`src/rtl/fetch_unit.sv`:
```
// RV32I instruction-fetch stage: owns the PC, keeps at most one instruction-memory
// request in flight, feeds IF/ID (NOP bubble when empty) and drops stale responses.
module fetch_unit #(
   parameter int unsigned           DATA_WIDTH = 32,
   parameter logic [DATA_WIDTH-1:0] RESET_PC   = '0,
   parameter logic [DATA_WIDTH-1:0] NOP_INSTR  = DATA_WIDTH'(32'h00000013)
) (
   input  logic                  clk,
   input  logic                  rst,
   input  logic                  StallF,
   input  logic                  PCSrcE,
   input  logic [DATA_WIDTH-1:0] PCTargetE,
   output logic                  imem_req,
   output logic [DATA_WIDTH-1:0] imem_addr,
   input  logic                  imem_rvalid,
   input  logic [DATA_WIDTH-1:0] imem_rdata,
   output logic [DATA_WIDTH-1:0] InstrF,
   output logic [DATA_WIDTH-1:0] PCF,
   output logic [DATA_WIDTH-1:0] PC_plus_4F,
   output logic                  FetchValidF
);

   localparam logic [1:0] ST_ISSUE   = 2'd0;
   localparam logic [1:0] ST_WAIT    = 2'd1;
   localparam logic [1:0] ST_HOLD    = 2'd2;
   localparam logic [1:0] ST_DISCARD = 2'd3;

   logic [1:0]            state_q, state_d;
   logic [DATA_WIDTH-1:0] pc_q, pc_d;
   logic [DATA_WIDTH-1:0] buf_q;
   logic                  buf_valid_q, buf_valid_d;
   logic                  buf_load;

   logic [DATA_WIDTH-1:0] pc_inc;
   logic [DATA_WIDTH-1:0] target_aligned;
   logic                  rsp_bypass;
   logic                  hold_valid;

   assign pc_inc         = pc_q + DATA_WIDTH'(4);
   // Low target bits are cleared rather than sliced off so every input bit is consumed.
   assign target_aligned = PCTargetE & ~DATA_WIDTH'(3);

   assign rsp_bypass = (state_q == ST_WAIT) && imem_rvalid;
   assign hold_valid = (state_q == ST_HOLD) && buf_valid_q;

   assign imem_req    = !rst && (state_q == ST_ISSUE);
   assign imem_addr   = pc_q;
   assign PCF         = pc_q;
   assign PC_plus_4F  = pc_inc;
   assign FetchValidF = !rst && (rsp_bypass || hold_valid);

   always_comb begin
      InstrF = NOP_INSTR;
      if (FetchValidF) begin
         InstrF = hold_valid ? buf_q : imem_rdata;
      end
   end

   // NOTE: every always_comb output gets a default first so no path leaves it
   // unassigned; a missing default would infer a latch.
   always_comb begin
      state_d     = state_q;
      pc_d        = pc_q;
      buf_valid_d = buf_valid_q;
      buf_load    = 1'b0;

      case (state_q)
         ST_ISSUE: begin
            // The request still goes out on a redirect; its response becomes stale.
            state_d = PCSrcE ? ST_DISCARD : ST_WAIT;
         end
         ST_WAIT: begin
            if (imem_rvalid) begin
               if (PCSrcE || !StallF) begin
                  state_d = ST_ISSUE;
               end else begin
                  state_d     = ST_HOLD;
                  buf_load    = 1'b1;
                  buf_valid_d = 1'b1;
               end
               if (!PCSrcE && !StallF) begin
                  pc_d = pc_inc;
               end
            end else if (PCSrcE) begin
               state_d = ST_DISCARD;
            end
         end
         ST_HOLD: begin
            if (PCSrcE || !StallF) begin
               state_d     = ST_ISSUE;
               buf_valid_d = 1'b0;
               if (!PCSrcE) begin
                  pc_d = pc_inc;
               end
            end
         end
         ST_DISCARD: begin
            if (imem_rvalid) begin
               state_d = ST_ISSUE;
            end
         end
         default: state_d = ST_ISSUE;
      endcase

      if (PCSrcE) begin
         pc_d        = target_aligned;
         buf_valid_d = 1'b0;
      end
   end

   // NOTE: state registers use non-blocking assignments so every flop samples
   // the pre-edge values of its inputs regardless of block ordering.
   always_ff @(posedge clk) begin
      if (rst) begin
         state_q     <= ST_ISSUE;
         pc_q        <= RESET_PC;
         buf_valid_q <= 1'b0;
      end else begin
         state_q     <= state_d;
         pc_q        <= pc_d;
         buf_valid_q <= buf_valid_d;
      end
   end

   // NOTE: the instruction buffer is data storage qualified by buf_valid_q, so it
   // carries no reset and stays a plain enable flop.
   always_ff @(posedge clk) begin
      if (buf_load) begin
         buf_q <= imem_rdata;
      end
   end

endmodule
```
`config.mk`:
```
export PLATFORM = sky130hd
export DESIGN_NAME = fetch_unit
export DESIGN_NICKNAME = d
export VERILOG_FILES = /design/src/rtl/fetch_unit.sv
export SDC_FILE = /design/constraint.sdc
export NUM_CORES = 1
export LEC_CHECK = 0
export CORE_UTILIZATION = 45
export CTS_CLUSTER_DIAMETER = 40
export DETAILED_ROUTE_END_ITERATION = 16
export PLACE_DENSITY = 0.95
export SKIP_LAST_GASP = 1
export SYNTH_ARGS = -nofsm -noshare
export SYNTH_HDL_FRONTEND = slang
export SYNTH_SLANG_ARGS = --single-unit
```
`constraint.sdc`:
```
create_clock -name clk -period 6.4 [get_ports clk]
set_input_delay 1.28 -clock clk [delete_from_list [all_inputs] [get_ports clk]]
set_output_delay 1.28 -clock clk [all_outputs]
set_load 0.005 [all_outputs]
```
# [Word-level counts from Yosys, hierarchy flattened]
# Cells that the tools add are included.
[op_classes] n_mux=21 n_addsub=1 reduce_logical=18 eq_ne=11
[ops] op="2-to-1 mux 32 bit" count=6
[ops] op="case mux 32 bit (2 select lines)" count=1
[ops] op="adder 32 x 3 -> 32 bit (second input constant)" count=1
[ops] op="2-to-1 mux 2 bit" count=6
[ops] op="AND reduction 4 bit" count=3
[ops] op="case mux 2 bit (4 select lines)" count=1
[ops] op="2-to-1 mux 1 bit" count=6
[ops] op="inequality test 2 bit (second input constant)" count=3
[ops] op="inequality test 3 x 2 -> 1 bit (second input constant)" count=2
[ops] op="logical AND 1 bit" count=5
[ops] op="equality test 2 bit (second input constant)" count=2
[ops] op="inequality test 2 x 1 -> 1 bit (second input constant)" count=2
[ops] op="zero test 1 bit" count=3
[ops] op="inequality test 3 bit (second input constant)" count=1
[ops] op="AND reduction 3 bit" count=1
[ops] op="nonzero test 3 bit" count=1
[ops] op="equality test 2 x 1 -> 1 bit (second input constant)" count=1
[ops] op="zero test 2 bit" count=1
[ops] op="logical OR 1 bit" count=2
[ops] op="case mux 1 bit (2 select lines)" count=1
[ops] op="nonzero test 2 bit" count=1
[ops] op="OR reduction 2 bit" count=1
[totals] elab_cells=56 input_bits=69 out_inout_bits=130 register_bits=67

# [Longest topological paths before layout]
# Gate-level depths: netlist of run 1.
[depth] word_depth=6 mapped_depth=7 depth_no_buf=5

# [Least setup slack after synthesis of run 1]
# Ideal clock, no wire load.
[synth_path] path_kind="input -> register" from="in StallF" to="reg buf_q[0] (enable)" path_slack_ns=2.059 required_ns=5.939 t_arrival_ns=3.880 setup_ns=0.461 n_path_buf=1 path_stages=3 cell_sequence="clkbuf_1 -> nand2b_1 -> nor3_1"
[synth_between] elab_chain_cells=5
[synth_lines] item="start: declaration" line_no="10" text="input logic StallF,"
[synth_lines] item="zero test 1 bit" line_no="74" text="if (PCSrcE || !StallF) begin"
[synth_lines] item="logical OR 1 bit" line_no="74"
[synth_lines] item="2-to-1 mux 1 bit" line_no="74"
[synth_lines] item="2-to-1 mux 1 bit" line_no="73" text="if (imem_rvalid) begin"
[synth_lines] item="2-to-1 mux 1 bit" line_no="67" text="case (state_q)"
[synth_lines] item="named net buf_load" line_no="32" text="logic buf_load;"
[synth_lines] item="end signal: assignment" line_no="129" text="buf_q <= imem_rdata;"
[synth_lines] item="end: declaration" line_no="30" text="logic [DATA_WIDTH-1:0] buf_q;"
# The timed path passes the listed nets, and every way through them passes these cells.
# A chain may end at the register's enable or synchronous reset.

# [Final worst setup path of run 1]
[layout_path] from="in imem_rvalid" to="out InstrF[0]"
[layout_between] elab_chain_cells=4
[layout_lines] item="start: declaration" line_no="15" text="input logic imem_rvalid,"
[layout_lines] item="logical AND 1 bit" line_no="43" text="assign rsp_bypass = (state_q == ST_WAIT) && imem_rvalid;"
[layout_lines] item="logical OR 1 bit" line_no="50" text="assign FetchValidF = !rst && (rsp_bypass || hold_valid);"
[layout_lines] item="logical AND 1 bit" line_no="50"
[layout_lines] item="2-to-1 mux 32 bit" line_no="54" text="if (FetchValidF) begin"
[layout_lines] item="end: declaration" line_no="17" text="output logic [DATA_WIDTH-1:0] InstrF,"
# Every way passes these cells.

==> results of run 1 <==
-- cell families after synthesis --
kind of cell | after synthesis | share of synthesized area
simple gates | 212 | 0.249
compound gates | 104 | 0.170
buf+inv | 89 | 0.115
flops | 65 | 0.385
xor+xnor | 36 | 0.0748
fa+ha+maj | 1 | 0.00297
other cells | 1 | 0.000890
mux | 1 | 0.00267
-- final timing paths --
path / start / to / slack [ns] / depth (start not counted)
setup reg to reg: PCF[2]$_SDFFE_PP0P_ / PCF[26]$_SDFFE_PP0P_ / 3.87 / 5
setup / recovery: imem_rvalid / InstrF[0] / 1.35 / 6
hold / removal: PCF[3]$_SDFFE_PP0P_ / PCF[3]$_SDFFE_PP0P_ / 0.58 / 2
hold reg to reg: PCF[3]$_SDFFE_PP0P_ / PCF[3]$_SDFFE_PP0P_ / 0.58 / 2
-- layout by cell type (no fill, tap or decap), drive strengths merged, types with 3 or more instances in the layout --
cell type      count
or3                5
a31oi              5
nand2             84
nor3              18
nor4               7
a21o               5
clkinv             3
o21ai              7
nor3b              5
o31ai              8
a2111oi            5
a311oi             9
buf                5
nand3             18
nand4             13
nor2              34
or4                8
inv               14
a21oi             34
edfxtp            32
a221oi             5
conb               6
xor2              17
nor2b              3
clkdlybuf4s50    190
xnor2             19
dfxtp             33
clkbuf            10
and4               4
a211oi            13
bufinv             3
-- layer usage --
metal  GRT usage  wire length, µm
met5           0                0
met4       0.110              322
met3      0.0390             1000
met2       0.445             6300
met1       0.314             5070
-- synth_stat cells (8+ instances only) --
cell      count
dfxtp_1      33
nand2_1      84
nand4_1      12
a211oi_1     13
inv_1        14
clkbuf_1     30
a21oi_1      34
nand3_1      17
xor2_1       17
nor2_1       34
o31ai_1       8
xnor2_1      19
buf_4        36
edfxtp_1     32
nor3_1       18
a311oi_1      9
-- report_power, final --
group | internal (W) | total [W] | switching (W)
Combinational | 0.000146 | 0.000235 | 0.0000895
Clock | 0.000257 | 0.000415 | 0.000158
Sequential | 0.000455 | 0.000492 | 0.0000366
-- cell type report --
type,count,area (µm²),area share
Sequential cell,65,1620,0.265
Clock inverter,6,106,0.0174
Inverter,15,56.3,0.00920
Tap cell,108,135,0.0221
Timing Repair Buffer,195,1940,0.317
Multi-Input combinational cell,360,2130,0.349
Clock buffer,10,128,0.0209
-- registers in the layout, summed over array words and instances (netlist names) --
register and flops:
buf_q 32, PCF 30, buf_valid_q 1, state_q 2
-- worst max-delay path: stages --
cell             delay, ns
clkdlybuf4s50_1       0.49
nand3b_1              0.33
a21o_1                0.76
inv_1                 0.24
nand3_1               0.14
clkdlybuf4s50_1       0.52
-- stage by stage --
stage	hold WS [ns]	power, W	cells	instance area (µm²)	utilization
6_report	0.579	0.00114	759	6120	0.688
5_1_grt	0.634	0.00119	759	6120	0.688
4_1_cts	0.575	0.00115	759	6120	0.688
3_5_place_dp	0.571	0.000735	743	5890	0.662
3_3_place_gp	0.548	0.000727	743	5890	0.662
2_1_floorplan	0.536	0.000596	514	4230	-
==> summary.md, run 1 <==
| Metric | Value |
|---|---|
| Status | completed |
| Area share of the largest cell type after synthesis | 0.228 |
| Num rows | 34 |
| Post-Place Setup Slack | 1.34 ns |
| Startpoint types | primary input |
| First-pass GRT wire length | 20000 µm |
| H-tree depth | 3 |
| Hold Fails Final Rpt | 0 |
| # hold bufs at CTS | 0 |
| Postcts setup bufs | 0 |
| Synth Cell Area | 0.00421 mm² |
| Vias in the first global route | 4071 |
| Slew @ Worst Pin | 1.07 ns |
| Final Cycle Share | 0.789 |
| Setup tns final | 0 ns |
| DRC | 0 |
| Sinks on Clock Net | 65 |
| Vias/cell | 5.74 |
| Vias | 4359 |
| Die H | 98.8 µm |
| Seq/Total Area, Yosys | 0.385 |
| Die span in x | 98.8 µm |
| Hpwl dp | 9200 µm |
| # port buffers | 190 |
| Routability Congestion | 0.843 |
| Setup Crit Path Kind | primary input to output port |
| Final WS setup | 1.35 ns |
| Leak pwr | 2.15 nW |
| Final net count | 716 |
| Largest net degree at the start of global routing | 43 |
| Clk_lat worst skew | 0.33 ns |
| Crit. End Element | output port |
| FFs w/ async S/R, synth | 0 |
| Crit path required time | 5.12 ns |
| Post-synth top flop | dfxtp_1 |
| Initial antenna violation count | 0 |
| Hold WC Path Type | register to register |
| CP arrival | 3.77 ns |
| Layout cells sized above 1 | 0.0415 |
| RSZ-0062 raised after global routing | false |
| IO Pins | 199 |
| Final wirelength | 12700 µm |
| Slew Limit Fails | 0 |
| WL per Instance | 16.7 µm |
| Max VDD drop | 0.119 mV |
| # fillers | 684 |
| TritonCTS Buffers | 9 |
| Initial DRT Pass Iterations | 5 |
| Clock Tree Buf Depth | 2 |
| Synth Register Bits | 65 |
| # diodes | 0 |
| Overall die area | 0.00976 mm² |
| Post-synth EDFFs | 32 |
| Max-Cap Viols | 0 |
| CP max FO | 30 |
| Initial Utilization | 0.474 |
| CTS resizes | 0 |
| Syn Area/Cell | 8.28 µm² |
| Placeable core area | 0.00889 mm² |
| Yosys warnings | 0 |
| Setup violations, final | 0 |
| Max Clock Skew | 0.0146 ns |
| CTS clock-pin slew for the worst setup and hold paths | 0.08 ns |
| Antenna-violating nets left | 0 |
| Gr ovfl total | 0 |
| CTS root buffer | clkbuf_8 |
| Cell taking the most area after synthesis | edfxtp_1 |
| Max Freq | 0.198 GHz |
| Power Density | 187 mW/mm² |
| Mapped Cells | 509 |
| TritonCTS clock tree | built |
| Synth-to-layout area growth | 45.2% |
| Slew HR | 0.285 |
| Fin crit period | 5.05 ns |
| Synth area leaders | edfxtp_1 23%, dfxtp_1 16%, nand2_1 7.5% |
| Starting DRT DRC Count | 206 |
| Synth cell types | 56 |
| GRT Total Usage | 0.256 |
Note: power is estimated with default switching activity, not from simulation.
==> run 2, diff against run 1 <==
CORE_UTILIZATION = 42   (was 45)
PLACE_DENSITY = 0.93   (was 0.95)
clock period = 4.8 ns   (was 6.4 ns; I/O delays follow)
==> summary.md, run 2 (synthesis gave the netlist of run 1 again) <==
| Metric | Value |
|---|---|
| Initial antenna violation count | 0 (unchanged) |
| Die H | 102 µm (+3.4%) |
| Synth-to-layout area growth | 46.5% |
| WL per Instance | 16.2 µm (-3.3%) |
| Num rows | 36 (+5.9%) |
| H-tree depth | 3 (unchanged) |
| Final net count | 719 (+0.42%) |
| Fin crit period | 4.37 ns |
| Starting DRT DRC Count | 284 (+38%) |
| Most frequent cells in the layout | 190 x clkdlybuf4s50_1, 84 x nand2_1, 34 x nor2_1, 34 x a21oi_1, 33 x dfxtp_1 |
| Gr ovfl total | 0 (unchanged) |
| IO Pins | 199 (unchanged) |
| Postcts setup bufs | 0 (unchanged) |
| Slew Limit Fails | 0 (unchanged) |
| CP delay by family, top | buffers and inverters |
| Sinks on Clock Net | 65 (unchanged) |
| Max Clock Skew | 0.0113 ns (-0.00323 ns) |
| Clock Tree Buf Depth | 2 (unchanged) |
| Slew @ Worst Pin | 1.07 ns (+0.000290 ns) |
| Crit path required time | 3.84 ns (-1.28 ns) |
| CP max FO | 30 (unchanged) |
| Power Density | 247 mW/mm² (+32%) |
| Antenna-violating nets left | 0 (unchanged) |
| Final Cycle Share | 0.910 |
| Largest net degree at the start of global routing | 43 (unchanged) |
| PnR Total Power | 0.00152 W (+33%) |
| Max FFs per register | 32 (unchanged) |
| CP arrival | 3.41 ns (-0.36 ns) |
| Max Freq | 0.229 GHz |
| CTS root buffer | clkbuf_8 |
| Overall die area | 0.0104 mm² (+7.0%) |
| First-pass GRT wire length | 19500 µm (-2.2%) |
| Placeable core area | 0.00973 mm² (+9.4%) |
| TritonCTS Buffers | 9 (unchanged) |
| Hold Fails Final Rpt | 0 (unchanged) |
| DRC | 0 (unchanged) |
| Vias | 4358 (-0.023%) |
| Layout cells sized above 1 | 0.0459 (+0.00440) |
| # hold bufs at CTS | 0 (unchanged) |
| TritonCTS clock tree | built |
| Commonest non-fill, non-tap cell in the layout | clkdlybuf4s50_1 |
| GRT Total Usage | 0.241 (-0.0145) |
| Setup Crit Path Kind | primary input to output port |
| Initial Utilization | 0.433 (-0.0408) |
| # diodes | 0 (unchanged) |
| Setup tns final | 0 ns (unchanged) |
| Setup violations, final | 0 (unchanged) |
| CTS clock-pin slew for the worst setup and hold paths | 0.07 ns (about the same) |
| Initial DRT Pass Iterations | 5 (unchanged) |
| Cell area after layout | 0.00617 mm² (+0.88%) |
| Startpoint types | primary input |
| Max VDD drop | 0.155 mV (+30%) |
| Post-DP Area | 0.00594 mm² (+0.91%) |
| CTS resizes | 0 (unchanged) |
| # port buffers | 190 (unchanged) |
| RSZ-0062 raised after global routing | false |
| # fillers | 796 (+16%) |
| CP max stage cell | a21o_1 |
| Critical-path cell list | clkdlybuf4s50_1 -> nand3b_1 -> buf_4 -> a21o_1 -> inv_1 -> nand3_1 -> clkdlybuf4s50_1 |
| Crit. End Element | output port |
| Final wirelength | 12700 µm (+0.24%) |
| Hpwl dp | 9250 µm (+0.48%) |
| Crit-path most repeated cell | clkdlybuf4s50_1 |
| Vias in the first global route | 4005 (-1.6%) |
| Routability Congestion | 0.881 (+4.6%) |
| Largest register by flop count | buf_q |
| Leak pwr | 2.16 nW (+0.62%) |
| Hold WC Path Type | register to register |
| Max-Cap Viols | 0 (unchanged) |
| Status | completed |
| Vias/cell | 5.54 (-3.6%) |
| CP max stage delay | 0.72 ns (-0.04 ns) |
| Bufs and invs on worst path | 4 (+1) |
| Slew HR | 0.285 (about the same) |
| Clk_lat worst skew | 0.34 ns (about the same) |
| Die span in x | 102 µm (+3.4%) |
## run 2: worst paths after layout
path                                             end                start  slack [ns]  cells past startpoint
worst max register to register  PCF[26]$_SDFFE_PP0P_  PCF[2]$_SDFFE_PP0P_        2.30                      5
worst min register to register   PCF[3]$_SDFFE_PP0P_  PCF[3]$_SDFFE_PP0P_        0.61                      2
worst min-delay path             PCF[3]$_SDFFE_PP0P_  PCF[3]$_SDFFE_PP0P_        0.61                      2
worst max-delay path                       InstrF[0]          imem_rvalid        0.43                      7
## run 2: area by class of cell
| class | count | area, µm² | area share |
|---|---|---|---|
| Clock inverter | 6 | 106 | 0.0172 |
| Sequential cell | 65 | 1620 | 0.263 |
| Multi-Input combinational cell | 360 | 2130 | 0.346 |
| Clock buffer | 10 | 128 | 0.0207 |
| Timing Repair Buffer | 198 | 1960 | 0.318 |
| Inverter | 15 | 56.3 | 0.00912 |
| Tap cell | 133 | 166 | 0.0270 |
## run 2: stage by stage
stage / setup slack (ns) / hold slack, ns / utilization / cells
2_1_floorplan: 0.779 / 0.536 / - / 514
3_3_place_gp: 0.587 / 0.552 / 0.610 / 771
3_5_place_dp: 0.450 / 0.594 / 0.610 / 771
4_1_cts: 0.435 / 0.609 / 0.635 / 787
5_1_grt: 0.304 / 0.643 / 0.635 / 787
6_report: 0.434 / 0.608 / 0.635 / 787
## run 2: worst register-to-register path: stages, from the launching register on
cell,delay [ns]
dfxtp_1,0.49
ha_1,0.29
nand3_2,0.23
or4_4,0.63
or4_1,0.52
a311oi_1,0.25
## run 2: power breakdown
part	switching, W	internal, W
clock network	0.000208	0.000343
logic	0.000120	0.000195
registers	0.0000485	0.000607
total	0.000377	0.00115
## run 2: layer usage
layer  vias to the layer above  global-route usage  share of wire
li1                       2071                   -              -
met4                         0               0.101          0.023
met3                        28              0.0513          0.084
met5                         -                   0              0
met1                      2043               0.291           0.41
met2                       216               0.417           0.49
==> edit, RTL diff (flow settings as in run 2) <==
Add an input register stage for `PCTargetE`, cleared by the reset; this delays it by one clock. The other inputs are not delayed to match.
--- a/src/rtl/fetch_unit.sv
+++ b/src/rtl/fetch_unit.sv
@@ -25,6 +25,16 @@
    localparam logic [1:0] ST_HOLD    = 2'd2;
    localparam logic [1:0] ST_DISCARD = 2'd3;
 
+   logic [DATA_WIDTH-1:0] PCTargetE_q;
+
+   always_ff @(posedge clk) begin
+      if (rst) begin
+         PCTargetE_q <= '0;
+      end else begin
+         PCTargetE_q <= PCTargetE;
+      end
+   end
+
    logic [1:0]            state_q, state_d;
    logic [DATA_WIDTH-1:0] pc_q, pc_d;
    logic [DATA_WIDTH-1:0] buf_q;
@@ -38,7 +48,7 @@
 
    assign pc_inc         = pc_q + DATA_WIDTH'(4);
    // Low target bits are cleared rather than sliced off so every input bit is consumed.
-   assign target_aligned = PCTargetE & ~DATA_WIDTH'(3);
+   assign target_aligned = PCTargetE_q & ~DATA_WIDTH'(3);
 
    assign rsp_bypass = (state_q == ST_WAIT) && imem_rvalid;
    assign hold_valid = (state_q == ST_HOLD) && buf_valid_q;
Check against the original RTL: not equivalent (a bounded check fails within 4 cycles, from zero or initial values and one cycle with rst high).
==> edit against run 2 <==
  * Synthesized cell count grew 6.5%
  * Cell area grew 11%
  * Total power grew 24%
  * Sequential cell count grew 30
  * Fmax grew 8.1%
  * Synthesized area grew 16%
  * Setup slack gained 0.33 ns
  * Routed wire length grew 0.78%
  * Sequential share of layout area grew 6.2 points
  * Largest power group unchanged
==> edit: results (changes against run 2) <==
critical_path_class: "flip-flop to primary output"
yosys-mux-area-fraction_pct: 0.230  # -0.037 points
seq_area_mm2: 0.00222  # +37%
status: "completed"
num-fill-cells: 973  # +22%
gp_congestion: 0.795  # -9.7%
synth.area.top_cells: "dfxtp_1, edfxtp_1, nand2_1"
postLayoutCellArea_mm2: 0.00685  # +11%
combPwrFrac_pct: 15.1  # -5.6 points
wl_met1_um: 5640  # +9.1%
first_iter_violations: 234  # -18%
tightest_slew_ns: 1.14  # +0.0712 ns
synth.avg_cell_area_um2: 9.04  # +9.2%
ir_drop_mv: 0.140  # -9.7%
multi_input_cells: 370  # +2.8%
clkCellAreaFrac_pct: 4.18  # +0.39 points
cts_sinks: 95  # +46%
synthAdderAreaFrac_pct: 0.255  # -0.042 points
first_global_vias: 3658  # -8.7%
nets: 748  # +4.0%
totalWireLength_um: 12800  # +0.78%
path_max_fanout: 7  # -77%
min_from: "PCTargetE_q[2]"
buffer_area_share_pct: 28.4  # -3.4 points
clock_skew_ns: 0.00398  # -0.00734 ns
crit_start: "PCF[2]"
critPathMaxStageDelay_ns: 0.62  # -0.10 ns
grt.total_usage_pct: 20.6  # -3.5 points
grt.met3_usage_pct: 3.12  # -2.0 points
rr_worst_depth: 6  # +1
nNonClkBuffers: 196  # -1.0%
hold_end: "PCF[2]"
arrival_ns: 3.08  # -0.33 ns
internal_power_w: 0.00144  # +26%
comb-power_w: 0.000284  # -9.8%
multi_input_area_mm2: 0.00220  # +2.9%
placed_cells: 810  # +5.1%
use_met1_pct: 27.4  # -1.8 points
crit_slowest_cell: "nor4_1"
place_area_mm2: 0.00656  # +10%
dr_wl_met3_um: 626  # -41%
grt_pass1_wl_um: 19100  # -2.4%
grt_max_degree: 66  # +53%
wire_per_inst_um: 15.5  # -4.0%
==> edit: cell types whose count changed after synthesis, moves of 5 or more <==
cell	delta
xor2_1	+7
inv_1	-8
xnor2_1	+8
clkbuf_1	-10
or4_1	-7
dfxtp_1	+30
a221oi_1	-5
nor2b_1	+28
nor3b_1	-5
a211oi_1	+5
o31ai_1	-8
==> edit: kinds of logic (layout without fill, tap and decap cells) <==
group	count (synthesis)	count (layout)
adder cells (fa/ha/maj)	1	1
multiplexers	1	1
buffers and inverters	82	218
flip-flops	95	95
AND/OR/NAND/NOR	237	237
XOR/XNOR	51	51
AO/OA/AOI/OAI	74	74
other	1	6
==> edit: per-stage QoR <==
stage	setup WS [ns]	hold WS, ns
2_1_floorplan	0.779	0.424
3_3_place_gp	0.811	0.431
3_5_place_dp	0.802	0.440
4_1_cts	0.778	0.449
5_1_grt	0.602	0.472
6_report	0.762	0.448
